## config.mk

```make
export PLATFORM = sky130hd
export DESIGN_NAME = hvac_sequencer
export DESIGN_NICKNAME = d
export VERILOG_FILES = /design/src/rtl/hvac_sequencer.sv
export SDC_FILE = /design/constraint.sdc
export NUM_CORES = 1
export LEC_CHECK = 0
export BUFFER_PORTS_ARGS = -buffer_cell sky130_fd_sc_hd__buf_2
export CAP_MARGIN = 30
export CELL_PAD_IN_SITES_DETAIL_PLACEMENT = 1
export CELL_PAD_IN_SITES_GLOBAL_PLACEMENT = 1
export CORE_AREA = 2 2 65 67
export CTS_CLUSTER_SIZE = 25
export DETAILED_ROUTE_END_ITERATION = 16
export DIE_AREA = 0 0 67 69
export PLACE_DENSITY_LB_ADDON = 0.1
export SLEW_MARGIN = 10
export SYNTH_ARGS = -nofsm -noshare
export SYNTH_HDL_FRONTEND = slang
export SYNTH_SLANG_ARGS = --single-unit
```

## constraint.sdc

```tcl
create_clock -name clk -period 1.9 [get_ports clk]
set_input_delay 0.095 -clock clk [delete_from_list [all_inputs] [get_ports clk]]
set_output_delay 0.095 -clock clk [all_outputs]
set_load 0.005 [all_outputs]
```

## src/rtl/hvac_sequencer.sv

```systemverilog
// HVAC sequencer: turns a sampled temperature into heater/aircon/fan enables with
// hysteresis, minimum run time, compressor lockout and fan pre-run/post-run.
module hvac_sequencer #(
  parameter int unsigned HEAT_ON  = 18,
  parameter int unsigned HEAT_OFF = 20,
  parameter int unsigned COOL_ON  = 24,
  parameter int unsigned COOL_OFF = 22,
  parameter int unsigned MIN_ON   = 8,
  parameter int unsigned MIN_OFF  = 8,
  parameter int unsigned FAN_PRE  = 2,
  parameter int unsigned FAN_POST = 4,
  parameter int unsigned CW       = 8
) (
  input  logic       clk,
  input  logic       reset,
  input  logic [7:0] temperature,
  input  logic       temp_valid,
  input  logic [1:0] mode,
  input  logic       fan_force,
  output logic       heater,
  output logic       aircon,
  output logic       fan,
  output logic [2:0] state,
  output logic       lockout
);

  typedef enum logic [2:0] {
    S_IDLE = 3'd0,
    S_PRE  = 3'd1,
    S_HEAT = 3'd2,
    S_COOL = 3'd3,
    S_POST = 3'd4
  } state_e;

  localparam logic [7:0]    HEAT_ON_T   = 8'(HEAT_ON);
  localparam logic [7:0]    HEAT_OFF_T  = 8'(HEAT_OFF);
  localparam logic [7:0]    COOL_ON_T   = 8'(COOL_ON);
  localparam logic [7:0]    COOL_OFF_T  = 8'(COOL_OFF);
  localparam logic [CW-1:0] MIN_ON_M1   = CW'(MIN_ON - 1);
  localparam logic [CW-1:0] FAN_PRE_M1  = CW'(FAN_PRE - 1);
  localparam logic [CW-1:0] FAN_POST_M1 = CW'(FAN_POST - 1);
  localparam logic [CW-1:0] MIN_OFF_C   = CW'(MIN_OFF);

  state_e        state_q, state_d;
  logic [CW-1:0] cnt_q, cnt_d;
  logic [CW-1:0] off_q, off_d;
  logic          tgt_cool_q, tgt_cool_d;
  logic [7:0]    temp_q;
  logic          seen_q;

  logic          heat_dem, cool_dem;
  logic          heat_done, cool_done;
  logic          run_min;
  logic [CW-1:0] cnt_inc;

  // NOTE: sequential state uses non-blocking assignments so every register
  // samples the pre-edge values of the others, independent of statement order.
  always_ff @(posedge clk) begin
    if (reset) begin
      temp_q <= '0;
      seen_q <= 1'b0;
    end else if (temp_valid) begin
      temp_q <= temperature;
      seen_q <= 1'b1;
    end
  end

  assign heat_dem  = seen_q & mode[0] & (temp_q < HEAT_ON_T);
  assign cool_dem  = seen_q & mode[1] & (temp_q > COOL_ON_T);
  assign heat_done = (temp_q >= HEAT_OFF_T) | ~mode[0];
  assign cool_done = (temp_q <= COOL_OFF_T) | ~mode[1];
  assign run_min   = (cnt_q >= MIN_ON_M1);
  assign cnt_inc   = (cnt_q == '1) ? cnt_q : cnt_q + 1'b1;
  assign lockout   = (off_q != '0);

  // State register, phase counter, off-timer and latched target
  always_ff @(posedge clk) begin
    if (reset) begin
      state_q    <= S_IDLE;
      cnt_q      <= '0;
      off_q      <= '0;
      tgt_cool_q <= 1'b0;
    end else begin
      state_q    <= state_d;
      cnt_q      <= cnt_d;
      off_q      <= off_d;
      tgt_cool_q <= tgt_cool_d;
    end
  end

  // NOTE: every signal driven here gets a default first, so no path through the
  // case leaves it unassigned and no latch is inferred.
  always_comb begin
    state_d    = state_q;
    cnt_d      = cnt_inc;
    tgt_cool_d = tgt_cool_q;
    off_d      = lockout ? off_q - 1'b1 : off_q;
    unique case (state_q)
      S_IDLE: begin
        cnt_d = '0;
        if (!lockout && (heat_dem || cool_dem)) begin
          tgt_cool_d = ~heat_dem;
          state_d    = S_PRE;
        end
      end
      S_PRE: begin
        // Losing the target's enable aborts the pre-run without a lockout.
        if (tgt_cool_q ? !mode[1] : !mode[0]) begin
          state_d = S_IDLE;
          cnt_d   = '0;
        end else if (cnt_q >= FAN_PRE_M1) begin
          state_d = tgt_cool_q ? S_COOL : S_HEAT;
          cnt_d   = '0;
        end
      end
      S_HEAT: begin
        if (run_min && heat_done) begin
          state_d = S_POST;
          cnt_d   = '0;
          off_d   = MIN_OFF_C;
        end
      end
      S_COOL: begin
        if (run_min && cool_done) begin
          state_d = S_POST;
          cnt_d   = '0;
          off_d   = MIN_OFF_C;
        end
      end
      S_POST: begin
        if (cnt_q >= FAN_POST_M1) begin
          state_d = S_IDLE;
          cnt_d   = '0;
        end
      end
      default: begin
        state_d = S_IDLE;
        cnt_d   = '0;
      end
    endcase
  end

  always_comb begin
    heater = (state_q == S_HEAT);
    aircon = (state_q == S_COOL);
    fan    = (state_q != S_IDLE) | fan_force;
    state  = state_q;
  end

endmodule
```

==> results of run 1 <==
## repair_timing
item	CTS	global route
setup endpoints to repair	0	10
setup buffers	0	3
gates resized for setup	0	6
## layout by cell type, fill, tap and decap left out, types with 2 or more instances in the layout
cell       n
clkinv_2   2
and4_1     3
clkbuf_8   5
buf_4      7
a31oi_1    3
a21oi_1    5
nor3_1     5
nand4_1    4
dfxtp_1   27
nand2b_1   2
o21bai_1   2
dfxtp_2    2
nand3_1    5
mux2i_1    9
nor3_2     2
xnor2_1    5
xor2_1     7
nor3b_1    2
o21ai_0    2
nor2_1    26
nand2_1   13
ha_1       3
buf_2     20
inv_1      6
## final timing paths
kind | start | endpoint | slack [ns] | depth (start not counted)
min | temperature[7] | temp_q[7] | 0.06 | 3
min reg2reg | seen_q | seen_q | 0.51 | 2
max | off_q[0] | lockout | 0.1 | 8
max reg2reg | off_q[0] | off_q[1] | 0.14 | 8
## through the flow
stage	instance area (um^2)	setup TNS (ns)	setup WS [ns]
after floorplan	1510	0	0.242
after global placement	1680	0	0.149
after detailed placement	1680	0	0.0908
after CTS	1760	0	0.0551
after global routing	1810	-0.0149	-0.0149
final	1810	0	0.0959
## registers in the layout, summed over array words and instances (netlist names)
register / flops
cnt_q: 8
off_q: 8
seen_q: 1
state: 3
temp_q: 8
tgt_cool_q: 1
## power by group through the flow
stage | logic, mW | registers (mW) | clock network, mW
2_1_floorplan | 0.573 | 0.809 | 0
3_3_place_gp | 0.723 | 0.842 | 0
3_5_place_dp | 0.754 | 0.850 | 0
4_1_cts | 0.758 | 0.838 | 0.504
5_1_grt | 0.945 | 0.864 | 0.545
6_report | 0.843 | 0.848 | 0.480
## worst max-delay path: stages, from the launching register on
cell and delay, ns:
dfxtp_2 0.34, inv_1 0.06, ha_2 0.17, nor3b_4 0.21
nand2_2 0.11, nor3_4 0.21, inv_2 0.05, buf_4 0.15
buf_2 0.13
## routing by layer
layer	vias up	GRT usage	wire [um]
met5	-	0	0
met4	0	0.0612	38
met3	4	0.0604	132
met2	22	0.253	1640
met1	604	0.213	1610
li1	642	-	-
## final cells by class
class / instances / share of cell area
Clock buffer: 6 / 0.0401
Clock inverter: 2 / 0.00553
Inverter: 7 / 0.0145
Multi-Input combinational cell: 124 / 0.499
Sequential cell: 29 / 0.322
Tap cell: 50 / 0.0346
Timing Repair Buffer: 27 / 0.0844
## cells by family (layout without fill, tap and decap cells)
group | Yosys count | count (layout)
AO/OA/AOI/OAI | 27 | 27
XOR/XNOR | 12 | 12
adder cells (fa/ha/maj) | 4 | 4
buffers and inverters | 12 | 42
flip-flops | 29 | 29
multiplexers | 9 | 9
AND/OR/NAND/NOR | 72 | 72
==> summary.txt, run 1 <==
Status
  • Status: finished clean

Global route
  • Pin count of the biggest net entering global routing: 17
  • Initial antenna violation count: 0
  • Total track usage: 0.166
  • Congestion Overflow GR: 0
  • Vias in the first global route: 1299
  • First-pass GRT wire length: 5980 um

Final layout
  • Area growth syn-to-layout: 19.9%
  • Area taken by multi-input logic gates: 902 um^2
  • Layout cells sized above 1: 0.272
  • FF+latch area: 583 um^2
  • Antenna Cells: 0
  • Fillers: 486
  • Nets: 212
  • Non-filler cells, final: 245
  • Core Util, Final: 0.462

Detailed routing
  • Pre-Repair DR Iteration Count: 4
  • Final WL: 3420 um
  • DRT iter0 DRCs: 39
  • DRC Markers: 0
  • Antenna Nets Post-Route: 0
  • Vias per cell: 5.19
  • Via Count: 1272
  • DR WL/cell: 13.9 um

Yosys
  • Largest family of logic cells by synthesized area: simple AND/OR/NAND/NOR gates
  • Register area share after synthesis: 0.385
  • Post-synth top flop: dfxtp_1
  • Async set-reset flop share out of synthesis: 0
  • Post-Synth XOR/XNOR Area: 0.0697
  • Simple-Gate Fraction of Synth Area: 0.264
  • Synth top area cells: dfxtp_1 38%, nor2_1 6.5%, mux2i_1 6.0%
  • Post-synth EDFFs: 0
  • Synth Area in Compound Gates: 0.157
  • Syn Area/Cell: 9.15 um^2
  • Top-count cell post-synth: dfxtp_1
  • Dominant cell type by area after synthesis: dfxtp_1
  • Area share of the largest cell type after synthesis: 0.385
  • Adder-cell area share of the yosys netlist: 0.0332
  • Syn. warnings: 0
  • Syn nets: 183
  • Mux cell area share after synthesis: 0.0597
  • Mapped cell area: 0.00151 mm^2
  • Synth cell types: 47
  • FF+latch count, synth: 29
  • Post-Synthesis Cells: 165
  • Post-synth top cells: 29 x dfxtp_1, 26 x nor2_1, 13 x nand2_1

Pwr
  • Clock Power Share: 0.221
  • Max IR drop VDD: 0.000473 V
  • P_sw: 0.753 mW
  • Post-route total power: 2.17 mW
  • Comb power frac: 0.388
  • Pwr/cell area: 1200 mW/mm^2
  • Internal Power: 1.42 mW
  • Reg power frac: 0.391
  • Lkg Pwr: 0.747 nW
  • Net Sw Frac: 0.347

STA
  • Final worst-path cycle share: 0.950
  • Pins Over Slew Limit: 0
  • Hold_ws: 0.0583 ns
  • Clock Skew: 0.00771 ns
  • Worst slew pin tran: 0.414 ns
  • FMAX: 554 MHz
  • Final min period: 1.80 ns
  • Slew HR: 0.724
  • Fin. Hold Viols: 0
  • Final setup viols: 0

Critical path
  • Data required, critical path: 1.80 ns
  • CP Launch Type: register
  • Worst path arrival time: 1.71 ns
  • Crit-path max FO: 6
  • Worst Setup Path Type: reg -> out
  • Setup crit end kind: output port

Floorplan
  • Die area: 0.00462 mm^2
  • Initial Utilization: 0.386
  • Cell Rows: 23
  • Die width: 67 um
  • Die Y: 69 um
  • Area of the core: 0.00391 mm^2
  • IO Count: 21

Placed design
  • DP HPWL: 2670 um
  • IO buf count: 20
  • Gpl congestion: 0.748
  • Placed Instances: 234

Clocking
  • CTS tree: yes
  • Clock transition at path regs: 0.07 ns
  • CTS max path bufs: 2
  • Skew-Pair Late Insertion Delay: 0.28 ns
  • H-tree levels: 2
  • CTS Hold Bufs: 0
  • Clock root cell: clkbuf_8
  • CTS Sinks: 29
  • Inserted Clock Buffers: 5

Flow run
  • MaxCap Viol Count: 0

Worst hold path
  • Hold WC Path Type: in -> reg
Note: power is estimated with default switching activity, not from simulation.
==> run 2: changes to the inputs <==
--- a/config.mk
+++ b/config.mk
@@ -13,6 +13,7 @@
 export CTS_CLUSTER_SIZE = 25
 export DETAILED_ROUTE_END_ITERATION = 16
 export DIE_AREA = 0 0 67 69
+export MAX_ROUTING_LAYER = met4
 export PLACE_DENSITY_LB_ADDON = 0.1
 export SLEW_MARGIN = 10
 export SYNTH_ARGS = -nofsm -noshare
==> summary.txt, run 2 (synthesis results as in run 1) <==
Detailed routing
  • Vias per cell: 5.19 (unchanged)
  • Pre-Repair DR Iteration Count: 4 (unchanged)
  • DRC Markers: 0 (unchanged)
  • DR WL/cell: 14.0 um (+0.26%)
  • Final WL: 3430 um (+0.26%)
  • DRT iter0 DRCs: 30 (-23%)
  • Via Count: 1272 (unchanged)
  • Antenna Nets Post-Route: 0 (unchanged)

Status
  • Status: finished clean

Pwr
  • Max IR drop VDD: 0.000473 V (about the same)
  • Lkg Pwr: 0.747 nW (unchanged)
  • Post-route total power: 2.17 mW (about the same)
  • Pwr/cell area: 1200 mW/mm^2 (about the same)

Critical path
  • Worst path arrival time: 1.71 ns (about the same)
  • Worst Setup Path Type: reg -> out
  • Setup crit end kind: output port
  • Crit-path max FO: 6 (unchanged)
  • CP delay by family, top: simple AND/OR/NAND/NOR gates
  • CP max stage delay: 0.34 ns (about the same)
  • Worst path buffer plus inverter count: 4 (unchanged)
  • Data required, critical path: 1.80 ns (about the same)
  • Cell Chain, Critical Path: inv_1 > ha_2 > nor3b_4 > nand2_2 > nor3_4 > inv_2 > buf_4 > buf_2
  • CP Launch Type: register
  • CP max-delay cell: dfxtp_2

Clocking
  • H-tree levels: 2 (unchanged)
  • CTS Sinks: 29 (unchanged)
  • Clock root cell: clkbuf_8
  • Skew-Pair Late Insertion Delay: 0.28 ns (about the same)
  • Inserted Clock Buffers: 5 (unchanged)
  • CTS tree: yes
  • Clock transition at path regs: 0.07 ns (about the same)
  • CTS max path bufs: 2 (unchanged)

Global route
  • Total track usage: 0.172 (+0.00520)
  • Pin count of the biggest net entering global routing: 17 (unchanged)
  • Initial antenna violation count: 0 (unchanged)
  • Congestion Overflow GR: 0 (unchanged)
  • Vias in the first global route: 1299 (unchanged)
  • First-pass GRT wire length: 6000 um (+0.23%)

Placed design
  • Cell Area, Placed: 0.00168 mm^2 (unchanged)
  • DP HPWL: 2670 um (unchanged)
  • Gpl congestion: 0.757 (+1.3%)
  • IO buf count: 20 (unchanged)

Floorplan
  • IO Count: 21 (unchanged)
  • Area of the core: 0.00391 mm^2 (unchanged)
  • Initial Utilization: 0.386 (unchanged)
  • Cell Rows: 23 (unchanged)
  • Die Y: 69 um (unchanged)
  • Die area: 0.00462 mm^2 (unchanged)
  • Die width: 67 um (unchanged)

STA
  • Final min period: 1.81 ns (+0.00122 ns)
  • Final worst-path cycle share: 0.950 (about the same)
  • Hold_ws: 0.0562 ns (-0.00217 ns)
  • Final setup viols: 0 (unchanged)
  • Setup TNS: 0 ns (unchanged)
  • FMAX: 554 MHz (about the same)
  • Worst slew pin tran: 0.414 ns (+0.000224 ns)
  • Fin. Hold Viols: 0 (unchanged)
  • Clock Skew: 0.00754 ns (-0.000170 ns)
  • Slew HR: 0.724 (about the same)
  • Pins Over Slew Limit: 0 (unchanged)

Final layout
  • Commonest non-fill, non-tap cell in the layout: dfxtp_1
  • Area taken by multi-input logic gates: 902 um^2 (unchanged)
  • Core Util, Final: 0.462 (unchanged)
  • Area growth syn-to-layout: 19.9% (unchanged)
  • FF+latch area: 583 um^2 (unchanged)
  • Layout cells sized above 1: 0.272 (unchanged)
  • Antenna Cells: 0 (unchanged)
  • Nets: 212 (unchanged)
  • Largest registers: cnt_q: 8 flops, off_q: 8 flops, temp_q: 8 flops
  • Finished layout cell area: 0.00181 mm^2 (unchanged)
  • Fillers: 486 (unchanged)
  • Commonest non-fill, non-tap cells in the layout: 27 x dfxtp_1, 26 x nor2_1, 20 x buf_2

Worst hold path
  • Hold WC Path Type: in -> reg

Flow run
  • MaxCap Viol Count: 0 (unchanged)
[run 2: cell type report]
cell class                      count  area share
Clock buffer                        6      0.0401
Clock inverter                      2     0.00553
Inverter                            7      0.0145
Multi-Input combinational cell    124       0.499
Sequential cell                    29       0.322
Tap cell                           50      0.0346
Timing Repair Buffer               27      0.0844
[run 2: metal layers]
layer,track usage,share of wire
met5,-,0
met4,0.0612,0.012
met3,0.0555,0.033
met2,0.253,0.48
met1,0.218,0.47
[run 2: worst min-delay path: stages]
cell and delay (ns):
buf_2 0.08, mux2i_1 0.06, nor2_1 0.07
[run 2: metrics by stage]
| stage | cells | setup slack, ns |
|---|---|---|
| 2_1_floorplan | 165 | 0.242 |
| 3_3_place_gp | 234 | 0.149 |
| 3_5_place_dp | 234 | 0.0908 |
| 4_1_cts | 242 | 0.0551 |
| 5_1_grt | 245 | -0.0149 |
| 6_report | 245 | 0.0947 |
[run 2: repair_timing]
action / CTS / global route
hold buffers: 0 / 0
hold endpoints to repair: 0 / 0
buffers inserted: 0 / 3
resized for setup: 0 / 6
setup endpoints to repair: 0 / 10
[run 2: power by group]
part	leakage (nW)	switching (mW)	internal, mW	total [mW]
Clock	0.0450	0.229	0.253	0.482
Combinational	0.464	0.397	0.447	0.843
Sequential	0.238	0.128	0.719	0.847
Total	0.747	0.753	1.42	2.17
[run 2: worst paths after layout]
check / endpoint / slack, ns / start / depth (start not counted)
max reg2reg: off_q[1] / 0.14 / off_q[0] / 8
min reg2reg: seen_q / 0.51 / seen_q / 2
min: temp_q[7] / 0.06 / temperature[7] / 3
max: lockout / 0.09 / off_q[0] / 8
